File: config.mk
export PLATFORM = sky130hd
export DESIGN_NAME = kv_cache_mh
export DESIGN_NICKNAME = d
export VERILOG_FILES = /design/src/rtl/kv_cache_mh.sv
export SDC_FILE = /design/constraint.sdc
export NUM_CORES = 1
export LEC_CHECK = 0
export CAP_MARGIN = 20
export CORE_MARGIN = 1
export CORE_UTILIZATION = 50
export CTS_CLUSTER_DIAMETER = 80
export DETAILED_ROUTE_END_ITERATION = 7
export PLACE_DENSITY = 0.66
export SLEW_MARGIN = 20
export SYNTH_ARGS = -nofsm -noshare
export SYNTH_HDL_FRONTEND = slang
export SYNTH_SLANG_ARGS = --single-unit
export TNS_END_PERCENT = 1
File: constraint.sdc
create_clock -name clk -period 19.1 [get_ports clk]
set_input_delay 3.82 -clock clk [delete_from_list [all_inputs] [get_ports clk]]
set_output_delay 3.82 -clock clk [all_outputs]
set_load 0.005 [all_outputs]
File: src/rtl/kv_cache_mh.sv
// Multi-head KV cache: token appends (valid/ready) and per-head streaming
// scans, oldest to newest. An optional ring mode overwrites the oldest token
// when the cache is full.
module kv_cache_mh #(
  parameter int MAX_SEQ_LEN = 8,
  parameter int HEAD_DIM    = 4,
  parameter int DW          = 4,
  parameter int NUM_HEADS   = 2,
  parameter int WINDOW_MODE = 0
) (
  input  logic                                          clk,
  input  logic                                          rst,
  input  logic                                          clear,
  input  logic                                          append_valid,
  output logic                                          append_ready,
  input  logic [NUM_HEADS*HEAD_DIM*DW-1:0]              append_k,
  input  logic [NUM_HEADS*HEAD_DIM*DW-1:0]              append_v,
  input  logic                                          scan_start,
  input  logic [((NUM_HEADS>1)?$clog2(NUM_HEADS):1)-1:0] scan_head,
  output logic                                          scan_busy,
  output logic                                          out_valid,
  input  logic                                          out_ready,
  output logic [HEAD_DIM*DW-1:0]                        out_k,
  output logic [HEAD_DIM*DW-1:0]                        out_v,
  output logic [$clog2(MAX_SEQ_LEN)-1:0]                out_pos,
  output logic                                          out_last,
  output logic [$clog2(MAX_SEQ_LEN):0]                  seq_len,
  output logic                                          full,
  output logic                                          overflow_err
);

  localparam int AW = $clog2(MAX_SEQ_LEN);
  localparam int HW = (NUM_HEADS > 1) ? $clog2(NUM_HEADS) : 1;
  localparam int VW = HEAD_DIM * DW;

  typedef enum logic [0:0] {IDLE, STREAM} state_t;

  state_t          state;
  logic [VW-1:0]   mem_k [MAX_SEQ_LEN][NUM_HEADS];
  logic [VW-1:0]   mem_v [MAX_SEQ_LEN][NUM_HEADS];
  logic [AW-1:0]   wr_ptr;
  logic [AW-1:0]   oldest;
  logic [AW-1:0]   base;
  logic [AW-1:0]   next_slot;
  logic [HW-1:0]   head_r;
  logic [AW:0]     len_r;
  logic            accept;

  assign full         = (seq_len == (AW+1)'(MAX_SEQ_LEN));
  assign append_ready = (state == IDLE) && !clear && !(full && (WINDOW_MODE == 0));
  assign accept       = append_valid && append_ready;
  assign scan_busy    = (state == STREAM);
  assign out_last     = out_valid && ({1'b0, out_pos} == (len_r - (AW+1)'(1)));
  // base is the oldest slot latched at scan start, so ring wrap falls out of AW-bit arithmetic
  assign next_slot    = base + out_pos + AW'(1);

  // Storage: all heads of an accepted token land in slot wr_ptr
  always_ff @(posedge clk) begin
    if (accept) begin
      for (int unsigned h = 0; h < NUM_HEADS; h++) begin
        mem_k[wr_ptr][h] <= append_k[h*VW +: VW];
        mem_v[wr_ptr][h] <= append_v[h*VW +: VW];
      end
    end
  end

  // Pointers, occupancy, error flag and the scan FSM with its output register
  always_ff @(posedge clk) begin
    if (rst || clear) begin
      state        <= IDLE;
      wr_ptr       <= '0;
      oldest       <= '0;
      base         <= '0;
      seq_len      <= '0;
      head_r       <= '0;
      len_r        <= '0;
      out_valid    <= 1'b0;
      out_pos      <= '0;
      out_k        <= '0;
      out_v        <= '0;
      overflow_err <= 1'b0;
    end else begin
      if (accept) begin
        wr_ptr <= wr_ptr + AW'(1);
        if (!full) seq_len <= seq_len + (AW+1)'(1);
        else       oldest  <= oldest + AW'(1);
      end
      if (append_valid && full && (WINDOW_MODE == 0)) overflow_err <= 1'b1;

      case (state)
        IDLE: begin
          // Reads the pre-append oldest slot: a same-cycle append is excluded
          if (scan_start && (seq_len != '0)) begin
            state     <= STREAM;
            head_r    <= scan_head;
            len_r     <= seq_len;
            base      <= oldest;
            out_k     <= mem_k[oldest][scan_head];
            out_v     <= mem_v[oldest][scan_head];
            out_pos   <= '0;
            out_valid <= 1'b1;
          end
        end
        STREAM: begin
          if (out_valid && out_ready) begin
            if (out_last) begin
              state     <= IDLE;
              out_valid <= 1'b0;
            end else begin
              out_pos <= out_pos + AW'(1);
              out_k   <= mem_k[next_slot][head_r];
              out_v   <= mem_v[next_slot][head_r];
            end
          end
        end
        default: state <= IDLE;
      endcase
    end
  end

endmodule
==> Word-level counts from Yosys, hierarchy flattened <==
Memory sizes are Yosys's and may differ from the RTL's. A register that Yosys moved wholly into a read port is not among the register bits.
Index checks and enable logic that the tools add are counted.
{ "totals": {"n_memories": 2, "mem_bits_rw": 512, "ff_bits": 56, "input_bits": 71} }
{ "memory_table": {"columns": ["memory", "depth", "word_bits", "read_ports", "rd_clocked_by_memory_dff", "write_ports", "line_no", "source"], "rows": [
  ["mem_k", 8, 32, 2, 1, 1, "39", "logic [VW-1:0] mem_k [MAX_SEQ_LEN][NUM_HEADS];"],
  ["mem_v", 8, 32, 2, 1, 1, "40", "logic [VW-1:0] mem_v [MAX_SEQ_LEN][NUM_HEADS];"]
]} }
{ "op_classes": {"n_reduce_logical": 16, "bitwise": 4, "n_lt_le_gt_ge": 2, "n_mux": 38, "n_addsub": 7, "n_eq_ne": 6} }
{ "ops": {"columns": ["operator", "count"], "rows": [
  ["$mux W16", 18],
  ["$pmux W16 S2", 2],
  ["$mux W3", 7],
  ["$add A3 B1 Y3 const B", 4],
  ["$mux W1", 8],
  ["$logic_and A1 B1 Y1", 7],
  ["$pmux W3 S2", 1],
  ["$reduce_and A2 Y1", 3],
  ["$reduce_and A3 Y1", 2],
  ["$add A4 B1 Y4 const B", 1],
  ["$eq A3 B4 Y1", 1],
  ["$eq A4 B4 Y1 const B", 1],
  ["$ge A2 B2 Y1 const B", 2],
  ["$ne A2 B1 Y1 const B", 2],
  ["$ne A2 B2 Y1 const B", 2],
  ["$not A1 Y2", 2],
  ["$pmux W1 S2", 2],
  ["$reduce_bool A4 Y1", 1],
  ["$sub A4 B1 Y4 const B", 1],
  ["$add A3 B3 Y3", 1],
  ["$logic_not A1 Y1", 2],
  ["$not A1 Y1", 2],
  ["$logic_or A1 B1 Y1", 1]
]} }

==> Longest topological paths before layout <==
Gate-level depths: netlist (run 1).
An unclocked memory read counts as a cell.
{ "depth": {"word_depth": 9, "depth_mapped": 9} }

==> Least setup slack after synthesis (run 1) <==
No wires, ideal clock.
{ "synth_path": {"path_type": "input to register", "from": "input port clear", "to": "memory mem_k[0][0] in the netlist's numbering (enable)", "setup_ps": 644, "slack_ps": 8133, "path_buffers": 0, "path_stages": 3, "arrival_ps": 10323, "cell_sequence": "nor3_1 > nand2_1 > nor4_1"} }
{ "synth_between": {"elab_chain_len": 6} }
{ "synth_rtl": {"columns": ["element", "line_no", "source"], "rows": [
  ["from (decl)", "13", "input logic clear,"],
  ["$logic_not A1 Y1", "50", "assign append_ready = (state == IDLE) && !clear && !(full && (WINDOW_MODE == 0));"],
  ["$logic_and A1 B1 Y1 (2 in series)", "50", null],
  ["$logic_and A1 B1 Y1", "51", "assign accept = append_valid && append_ready;"],
  ["$mux W1", "59", "if (accept) begin"],
  ["$mux W1 (not written as such)", "61", "mem_k[wr_ptr][h] <= append_k[h*VW +: VW];"],
  ["to (decl)", "39", null]
]} }
Every way passes these cells.

==> Final worst setup path (run 1) <==
{ "layout_path": {"from": "input port clear", "to": "output port append_ready"} }
{ "layout_between": {"elab_chain_len": 3} }
{ "layout_rtl": {"columns": ["element", "line_no", "source"], "rows": [
  ["$logic_not A1 Y1", "50", null],
  ["$logic_and A1 B1 Y1 (2 in series)", "50", null],
  ["to (decl)", "15", "output logic append_ready,"]
]} }
Every way passes these cells.

==> results.txt, run 1 <==
commonest non-fill, non-tap cells in the layout - 512 x edfxtp_1, 322 x mux2i_1, 128 x mux4_2, 115 x clkdlybuf4s50_1, 98 x a22oi_1
power density cells - 86.3 nW/um^2
Tmin final - 8.98 ns
crit path cell chain - clkdlybuf4s50_1 > nor3_1 > clkdlybuf4s50_1
Pre-antenna DRT Iters - 8
CTS buffer count - 59
H-tree depth - 2
slowest CP cell - clkdlybuf4s50_1
number of synthesized register bits - 571
Gate Count Post-Synth - 1584
clk root buf - clkbuf_16
Setup Total Neg Slack - 0 ns
Worst setup EP type - output port
first-pass GRT wire length - 96400 um
largest net degree at the start of global routing - 99
GRT overflow - 0
clock tree sinks - 571
pre-CTS WS - 10.13 ns
number of global-route vias before repair - 15600
clk_lat worst skew - 0.61 ns
Hold Crit Class - reg2reg
CTS resizes - 0
VDD IR-drop max - 69.3 uV
drc violations - 0
worst-margin pin slew - 1.10 ns
Die Y - 230 um
nets - 1752
critical path startpoint category - primary input
syn avg cell area - 16.5 um^2
crit path max fanout - 4
Final Worst Setup Slack - 10.12 ns
Period Utilization, post-route - 47.0%
register area - 16600 um^2
Post CTS Setup Buffer Count - 0
iteration-0 DRC count of the detailed router - 1215
routed via count - 15100
Seq/Total Area, Yosys - 63.5%
WP data required - 15.28 ns
RSZ-0062 raised after global routing - no
Crit path top cell by count - clkdlybuf4s50_1
unique cell type count in the Yosys netlist - 43
Max Clk Rate - 0.111 GHz
status - finished clean
clock-pin slew on the worst setup and hold paths - 0.06 ns
WL/cell - 26.6 um
area delta synth->final - 14.3%
layout cell share with drive strength beyond 1 - 16.0%
Critical Path Max Stage Delay - 0.55 ns
Synth Cell Area - 26100 um^2
area of the multi-input gates - 9020 um^2
HPWL Detailed - 33200 um
Floorplan Core Area - 51400 um^2
Rel. slew slack - 27.0%
Final GP Congestion - 0.753
DIE AREA - 53000 um^2
initial antenna violation count - 2
hold buffers post-CTS - 0
CTS tree - built
Rows - 83
CP arrival - 5.16 ns
post-route clock skew - 0.0188 ns
Antenna diodes - 0
Fin. Hold Viols - 0
fillers - 3933
LEAKAGE - 0.00887 uW
Slew Viols, Final - 0
routed wire length - 64000 um
Clock Path Buffers - 3
Crit Path Class - in2out
Ports - 116
Synthesized Nets - 1662
vias per cell - 6.30
Yosys Warn Count - 0
most common cell after layout, fill and taps aside - edfxtp_1
Starting Density - 50.7%
final setup fails - 0
Die W - 230 um
buffers added on ports - 115
Total GRT Usage - 24.5%
Routed Antenna Nets - 0
Max-Cap Viols - 0
-- sequential cells by signal, summed over array words and instances, names as in the netlist, named ones only --
| signal | cells |
|---|---|
| mem_k | 256 |
| out_valid | 1 |
| out_k | 16 |
| seq_len | 4 |
| oldest | 3 |
| base | 3 |
| len_r | 4 |
| mem_v | 256 |
| overflow_err | 1 |
| wr_ptr | 3 |
| scan_busy | 1 |
| out_pos | 3 |
| out_v | 16 |
| head_r | 1 |
-- cell families after synthesis --
family                     after synthesis  synth area share (%)
DFF                                    571                  63.5
muxes                                  450                  23.4
AOI/OAI and AO/OA                      246                  6.97
and+or+nand+nor                        169                  2.90
buffers and inverters                  130                  2.29
xor gates and xnor gates                11                 0.523
adders and majority gates                7                 0.365
-- per-layer routing --
layer | track usage [%] | vias up | routed length, um
met5 | 0 | - | 30
met4 | 8.30 | 4 | 1760
met3 | 3.14 | 141 | 3310
met2 | 41.7 | 469 | 32100
met1 | 32.4 | 7843 | 26800
li1 | - | 6665 | -
-- cells in the mapped netlist (all sizes together) --
master  count  area share, %
edfxtp    512             59
mux2i     322             12
mux4      128             11
a22oi      98            2.8
nand2      80            1.2
clkbuf     61           0.88
dfxtp      59            4.5
buf        58            1.3
a21oi      41           0.79
o21ai      36           0.69
nand3      34           0.65
o221a      32            1.4
o221ai     32            1.1
nor2       26           0.37
inv        11           0.16
and2        7           0.17
xor2        7           0.26
ha          6           0.29
nor3        6           0.12
nand2b      4          0.096
nor2b       3          0.072
or2         3          0.072
xnor2       3           0.17
nand4       2          0.048
a21boi      1          0.029
a21o        1          0.029
a31oi       1          0.024
and3b       1          0.034
fa          1          0.077
nor4        1          0.024
nor4b       1          0.058
o22ai       1          0.024
o311a       1          0.038
o32a        1          0.038
o32ai       1          0.034
or3b        1          0.034
xnor3       1          0.086
-- critical path, delay by kind of cell --
kind	cells	cell delay, ns
buf+inv	2	1.05
simple gates	1	0.28
-- cell type report --
class                           count  area share, %
Clock buffer                       76           5.44
Clock inverter                     33          0.953
Inverter                           11          0.139
Multi-Input combinational cell    883           30.3
Sequential cell                   571           55.6
Tap cell                          680           2.85
Timing Repair Buffer              148           4.80
-- per-stage QoR --
stage	cells	cell area [um^2]	hold WS, ns	total power (uW)	util (%)
floorplan	1584	26100	0.444	1430	-
global placement	2292	27900	0.457	1470	54.2
detailed placement	2292	27900	0.471	1470	54.2
CTS	2401	29800	0.485	2590	57.9
global route	2402	29800	0.510	2650	58.0
finish	2402	29800	0.480	2570	58.0
-- final timing paths --
check | from | to | slack (ns) | depth (start not counted)
max | clear | append_ready | 10.12 | 3
min | overflow_err$_SDFFE_PP0P_ | overflow_err$_SDFFE_PP0P_ | 0.48 | 2
max reg2reg | out_pos[0]$_SDFFE_PP0P_ | out_k[4]$_SDFFE_PP0P_ | 14.56 | 9
min reg2reg | overflow_err$_SDFFE_PP0P_ | overflow_err$_SDFFE_PP0P_ | 0.48 | 2
-- report_power, final --
part	internal, uW	switching (uW)
clock network	661	466
logic	28.5	43.1
registers	1370	4.86
No activity file was read; power rests on OpenSTA's default activity.
==> run 2: changes to the inputs <==
==> constraint.sdc (replaced) <==
create_clock -name clk -period 9.2 [get_ports clk]
set_input_delay 1.84 -clock clk [delete_from_list [all_inputs] [get_ports clk]]
set_output_delay 1.84 -clock clk [all_outputs]
set_load 0.005 [all_outputs]
==> run 2 against run 1 <==
Combinational power grew 110%. Non-clock buffer count grew 3. Cell count grew 0.12%. Register-to-register slack lost 9.5 ns. Count of clock-buffer cells in the layout grew 2. Sequential cell count is the same. Sequential share of layout area shrank 0.11 points. Critical endpoint unchanged. Highest routed layer unchanged.
==> results.txt, run 2 (synthesis gave the netlist of run 1 again) <==
status - finished clean
slowest CP cell - clkdlybuf4s50_1
Max Clk Rate - 0.201 GHz
nets - 1755
P_sw - 1080 uW
RSZ-0062 raised after global routing - no
drc violations - 0
HPWL Detailed - 33600 um
Die W - 230 um
Antenna diodes - 0
crit path max fanout - 4
Slew Viols, Final - 0
Final GP Congestion - 0.793
H-tree depth - 2
Setup Total Neg Slack - 0 ns
initial antenna violation count - 1
clk root buf - clkbuf_16
most common cell after layout, fill and taps aside - edfxtp_1
Ports - 116
final setup fails - 0
Routed Antenna Nets - 0
logic gate share of total power - 2.8%
VDD IR-drop max - 153 uV
Fin. Hold Viols - 0
CP arrival - 3.15 ns
Rows - 83
Die Y - 230 um
Critical Path Max Stage Delay - 0.55 ns
Starting Density - 50.7%
switch share - 19.9%
Post CTS Setup Buffer Count - 0
layout cell share with drive strength beyond 1 - 16.2%
iteration-0 DRC count of the detailed router - 1319
CTS tree - built
clock tree sinks - 571
GRT overflow - 0
vias per cell - 6.34
clock-pin slew on the worst setup and hold paths - 0.07 ns
power density cells - 181 nW/um^2
worst-margin pin slew - 1.16 ns
Worst setup EP type - output port
WP data required - 7.36 ns
Max-Cap Viols - 0
first-pass GRT wire length - 97800 um
Pre-antenna DRT Iters - 7
routed wire length - 64900 um
WL/cell - 27.0 um
crit path cell chain - clkdlybuf4s50_1 > nor3_1 > clkdlybuf4s50_1
commonest non-fill, non-tap cells in the layout - 512 x edfxtp_1, 322 x mux2i_1, 128 x mux4_2, 115 x clkdlybuf4s50_1, 98 x a22oi_1
largest net degree at the start of global routing - 122
hold buffers post-CTS - 0
Power Total - 5410 uW
LEAKAGE - 0.00890 uW
DIE AREA - 53000 um^2
area delta synth->final - 14.6%
Hold Crit Class - reg2reg
Bufs and invs on worst path - 2
Clock Path Buffers - 3
critical path startpoint category - primary input
P_int - 4330 uW
Tmin final - 4.99 ns
Period Utilization, post-route - 54.2%
post-route clock skew - 0.0198 ns
number of global-route vias before repair - 15800
Crit Path Class - in2out
CTS resizes - 0
buffers added on ports - 115
Crit path max-delay family - buffers and inverters
Total GRT Usage - 24.7%
Crit path top cell by count - clkdlybuf4s50_1
Floorplan Core Area - 51400 um^2
sequential share of power - 52.8%
Clk network pwr share - 44.4%
CTS buffer count - 59
routed via count - 15300
Largest regs - mem_k: 256 flops, mem_v: 256 flops
clk_lat worst skew - 0.62 ns
Rel. slew slack - 22.8%
==> run 2: cell count changes in the layout (fill, tap and decap cells not counted), sizes merged <==
cell,delta
clkinv,-5
clkbuf,+2
bufinv,+1
clkinvlp,+2
buf,+3
==> run 2: final cells by class <==
cell class / instances / area, um^2
Fill cell: 3881 / 21500
Timing Repair Buffer: 151 / 1430
Tap cell: 680 / 851
Clock buffer: 78 / 1660
Sequential cell: 571 / 16600
Inverter: 11 / 41.3
Multi-Input combinational cell: 883 / 9020
Clock inverter: 31 / 302
==> run 2: final timing paths <==
kind	from	end	slack [ns]	cells past startpoint
worst max-delay path	clear	append_ready	4.21	3
worst min-delay path	oldest[0]$_SDFFE_PP0P_	flop	0.47	1
worst max register to register	out_pos[0]$_SDFFE_PP0P_	out_v[8]$_SDFFE_PP0P_	5.08	8
worst min register to register	oldest[0]$_SDFFE_PP0P_	flop	0.47	1
==> run 2: per-layer routing <==
metal / track usage, % / up-vias / share of wire [%]
met1: 34.0 / 7960 / 43
li1: - / 6660 / -
met3: 3.72 / 103 / 6.1
met5: 0 / - / 0.020
met2: 41.3 / 530 / 49
met4: 6.39 / 2 / 2.1
==> run 2: power by group through the flow <==
| stage | clock, uW | sequential [uW] | combinational, uW |
|---|---|---|---|
| 3_3_place_gp | 0 | 2910 | 146 |
| 3_5_place_dp | 0 | 2910 | 150 |
| 2_1_floorplan | 0 | 2910 | 56.3 |
| 4_1_cts | 2440 | 2850 | 150 |
| 6_report | 2400 | 2850 | 151 |
| 5_1_grt | 2540 | 2850 | 163 |
==> run 2: worst register-to-register path: stages, from the launching register on <==
cell	delay (ns)
dfxtp_1	0.43
inv_1	0.12
ha_4	0.88
buf_4	0.71
buf_4	0.65
mux4_2	0.61
mux2i_1	0.19
o221ai_1	0.17
o221a_1	0.26
==> run 2: per-stage QoR <==
step | utilization (%) | cells | worst slack (ns) | instance area (um^2) | hold WS, ns
6_report | 58.1 | 2405 | 4.21 | 29900 | 0.470
5_1_grt | 58.1 | 2405 | 4.10 | 29900 | 0.507
2_1_floorplan | - | 1584 | 0.213 | 26100 | 0.444
3_5_place_dp | 54.3 | 2296 | 3.84 | 27900 | 0.469
4_1_cts | 58.1 | 2405 | 4.20 | 29900 | 0.484
3_3_place_gp | 54.3 | 2296 | 3.83 | 27900 | 0.457
==> run 3: changes to the inputs <==
==> constraint.sdc (replaced) <==
create_clock -name clk -period 5 [get_ports clk]
set_input_delay 1 -clock clk [delete_from_list [all_inputs] [get_ports clk]]
set_output_delay 1 -clock clk [all_outputs]
set_load 0.005 [all_outputs]
==> run 3 against run 2 <==
Count of clock-buffer cells in the layout decreased by 6. Core utilization increased by 0.53 points. Combinational power increased by 87%. Worst setup slack got worse by 2.8 ns. Clock power increased by 80%. Die area unchanged. Cell count increased by 0.67%. Largest cell class unchanged.
==> results.txt, run 3 (synthesis gave the netlist of run 1 again) <==
Critical Path Max Stage Delay - 0.52 ns
HPWL Detailed - 36200 um
Rows - 83
Largest regs - mem_k: 256 flops, mem_v: 256 flops
clk root buf - clkbuf_16
register area - 16600 um^2
Crit path top cell by count - inv_1
Reg-to-Reg Start - out_pos[0]$_SDFFE_PP0P_
Power Total - 9850 uW
first-pass GRT wire length - 97900 um
Placement Cell Area - 28200 um^2
CTS buffer count - 60
Max-Cap Viols - 0
Post CTS Setup Buffer Count - 0
Die Y - 230 um
routed via count - 15400
most common cell after layout, fill and taps aside - edfxtp_1
routed wire length - 65100 um
R2R Setup Slk - 1.57 ns
clk_lat worst skew - 0.63 ns
DIE AREA - 53000 um^2
CTS tree - built
largest net degree at the start of global routing - 65
commonest non-fill, non-tap cells in the layout - 512 x edfxtp_1, 322 x mux2i_1, 128 x mux4_2, 115 x clkdlybuf4s50_1, 98 x a22oi_1
Starting Density - 50.7%
area of the multi-input gates - 9040 um^2
LEAKAGE - 0.00899 uW
Floorplan Core Area - 51400 um^2
GRT overflow - 0
Final Worst Setup Slack - 1.38 ns
initial antenna violation count - 1
Finished Core Util - 58.6%
clock tree sinks - 571
Antenna diodes - 0
Clock Path Buffers - 3
WP data required - 4.00 ns
Routed Antenna Nets - 0
post-route clock skew - 0.0213 ns
Slew Viols, Final - 0
WHS - 0.471 ns
Crit Path Class - reg2out
hold path startpoint - oldest[0]$_SDFFE_PP0P_
vias per cell - 6.34
number of global-route vias before repair - 15800
Tmin final - 3.62 ns
WL/cell - 26.9 um
nets - 1769
Fin. Hold Viols - 0
Hold Crit Class - reg2reg
critical path startpoint category - flop
slowest CP cell - clkdlybuf4s50_1
worst-margin pin slew - 1.11 ns
crit path cell chain - inv_1 > ha_1 > xor2_1 > nand4_1 > or2_2 > inv_1 > clkdlybuf4s50_1
Ports - 116
CTS resizes - 0
clock-pin slew on the worst setup and hold paths - 0.06 ns
RSZ-0062 raised after global routing - no
status - finished clean
hold buffers post-CTS - 0
buffers added on ports - 115
Final GP Congestion - 0.764
iteration-0 DRC count of the detailed router - 1153
Die W - 230 um
area delta synth->final - 15.6%
Period Utilization, post-route - 72.5%
Rel. slew slack - 25.7%
fillers - 3888
CP arrival - 2.62 ns
layout cell share with drive strength beyond 1 - 16.7%
VDD IR-drop max - 259 uV
hold depth - 1
path depth of the worst reg2reg path - 9
crit path max fanout - 4
H-tree depth - 2
Worst setup EP type - output port
Total GRT Usage - 24.8%
drc violations - 0
power density cells - 327 nW/um^2
Pre-antenna DRT Iters - 7
Max Clk Rate - 0.276 GHz
Worst R2R End - out_v[0]$_SDFFE_PP0P_
pre-CTS WS - 1.30 ns
post-route cell area - 30100 um^2
final setup fails - 0
run 3: cell count changes in the layout (fill, tap and decap cells not counted), sizes merged:
cell and delta:
inv +1, clkinvlp -1, clkinv +10, clkbuf -6, bufinv -1, buf +13
run 3: area by class of cell:
cell class	count	area share (%)
sequential	571	54.9
multi-input combinational	883	30.0
timing repair buffer	164	5.81
clock buffer	72	5.24
tap	680	2.82
clock inverter	40	1.05
inverter	11	0.137
run 3: worst max path at each step:
stage / start / end / slack (ns) / cells after the start
floorplan: clear / mem_k[4][0]$_DFFE_PP_ / -1.45 / 3
global placement: clear / mem_v[6][21]$_DFFE_PP_ / 0.91 / 5
detailed placement: clear / mem_k[3][0]$_DFFE_PP_ / 1.30 / 5
CTS: len_r[0]$_SDFFE_PP0P_ / out_last / 1.34 / 7
global route: len_r[0]$_SDFFE_PP0P_ / out_last / 1.27 / 7
finish: len_r[0]$_SDFFE_PP0P_ / out_last / 1.38 / 7
run 3: stage by stage:
| stage | setup TNS, ns | std cells |
|---|---|---|
| after floorplan | -306.77 | 1584 |
| after global placement | 0 | 2307 |
| after detailed placement | 0 | 2309 |
| after CTS | 0 | 2421 |
| after global routing | 0 | 2421 |
| final | 0 | 2421 |
run 3: worst max-delay path, delay by kind of cell, from the launching register on:
kind | cells | cell delay [ns]
xor gates and xnor gates | 1 | 0.14
adders and majority gates | 1 | 0.30
buffers and inverters | 3 | 0.72
DFF | 1 | 0.38
and+or+nand+nor | 2 | 0.47
run 3: metal layers:
metal	track usage [%]	wire length, um
met5	0	13
met4	7.24	1530
met3	3.47	3830
met2	41.7	32200
met1	33.6	27500
run 3: where the power goes:
part / internal [uW] / switching (uW)
registers: 5230 / 18.9
clock network: 2490 / 1830
logic: 113 / 170
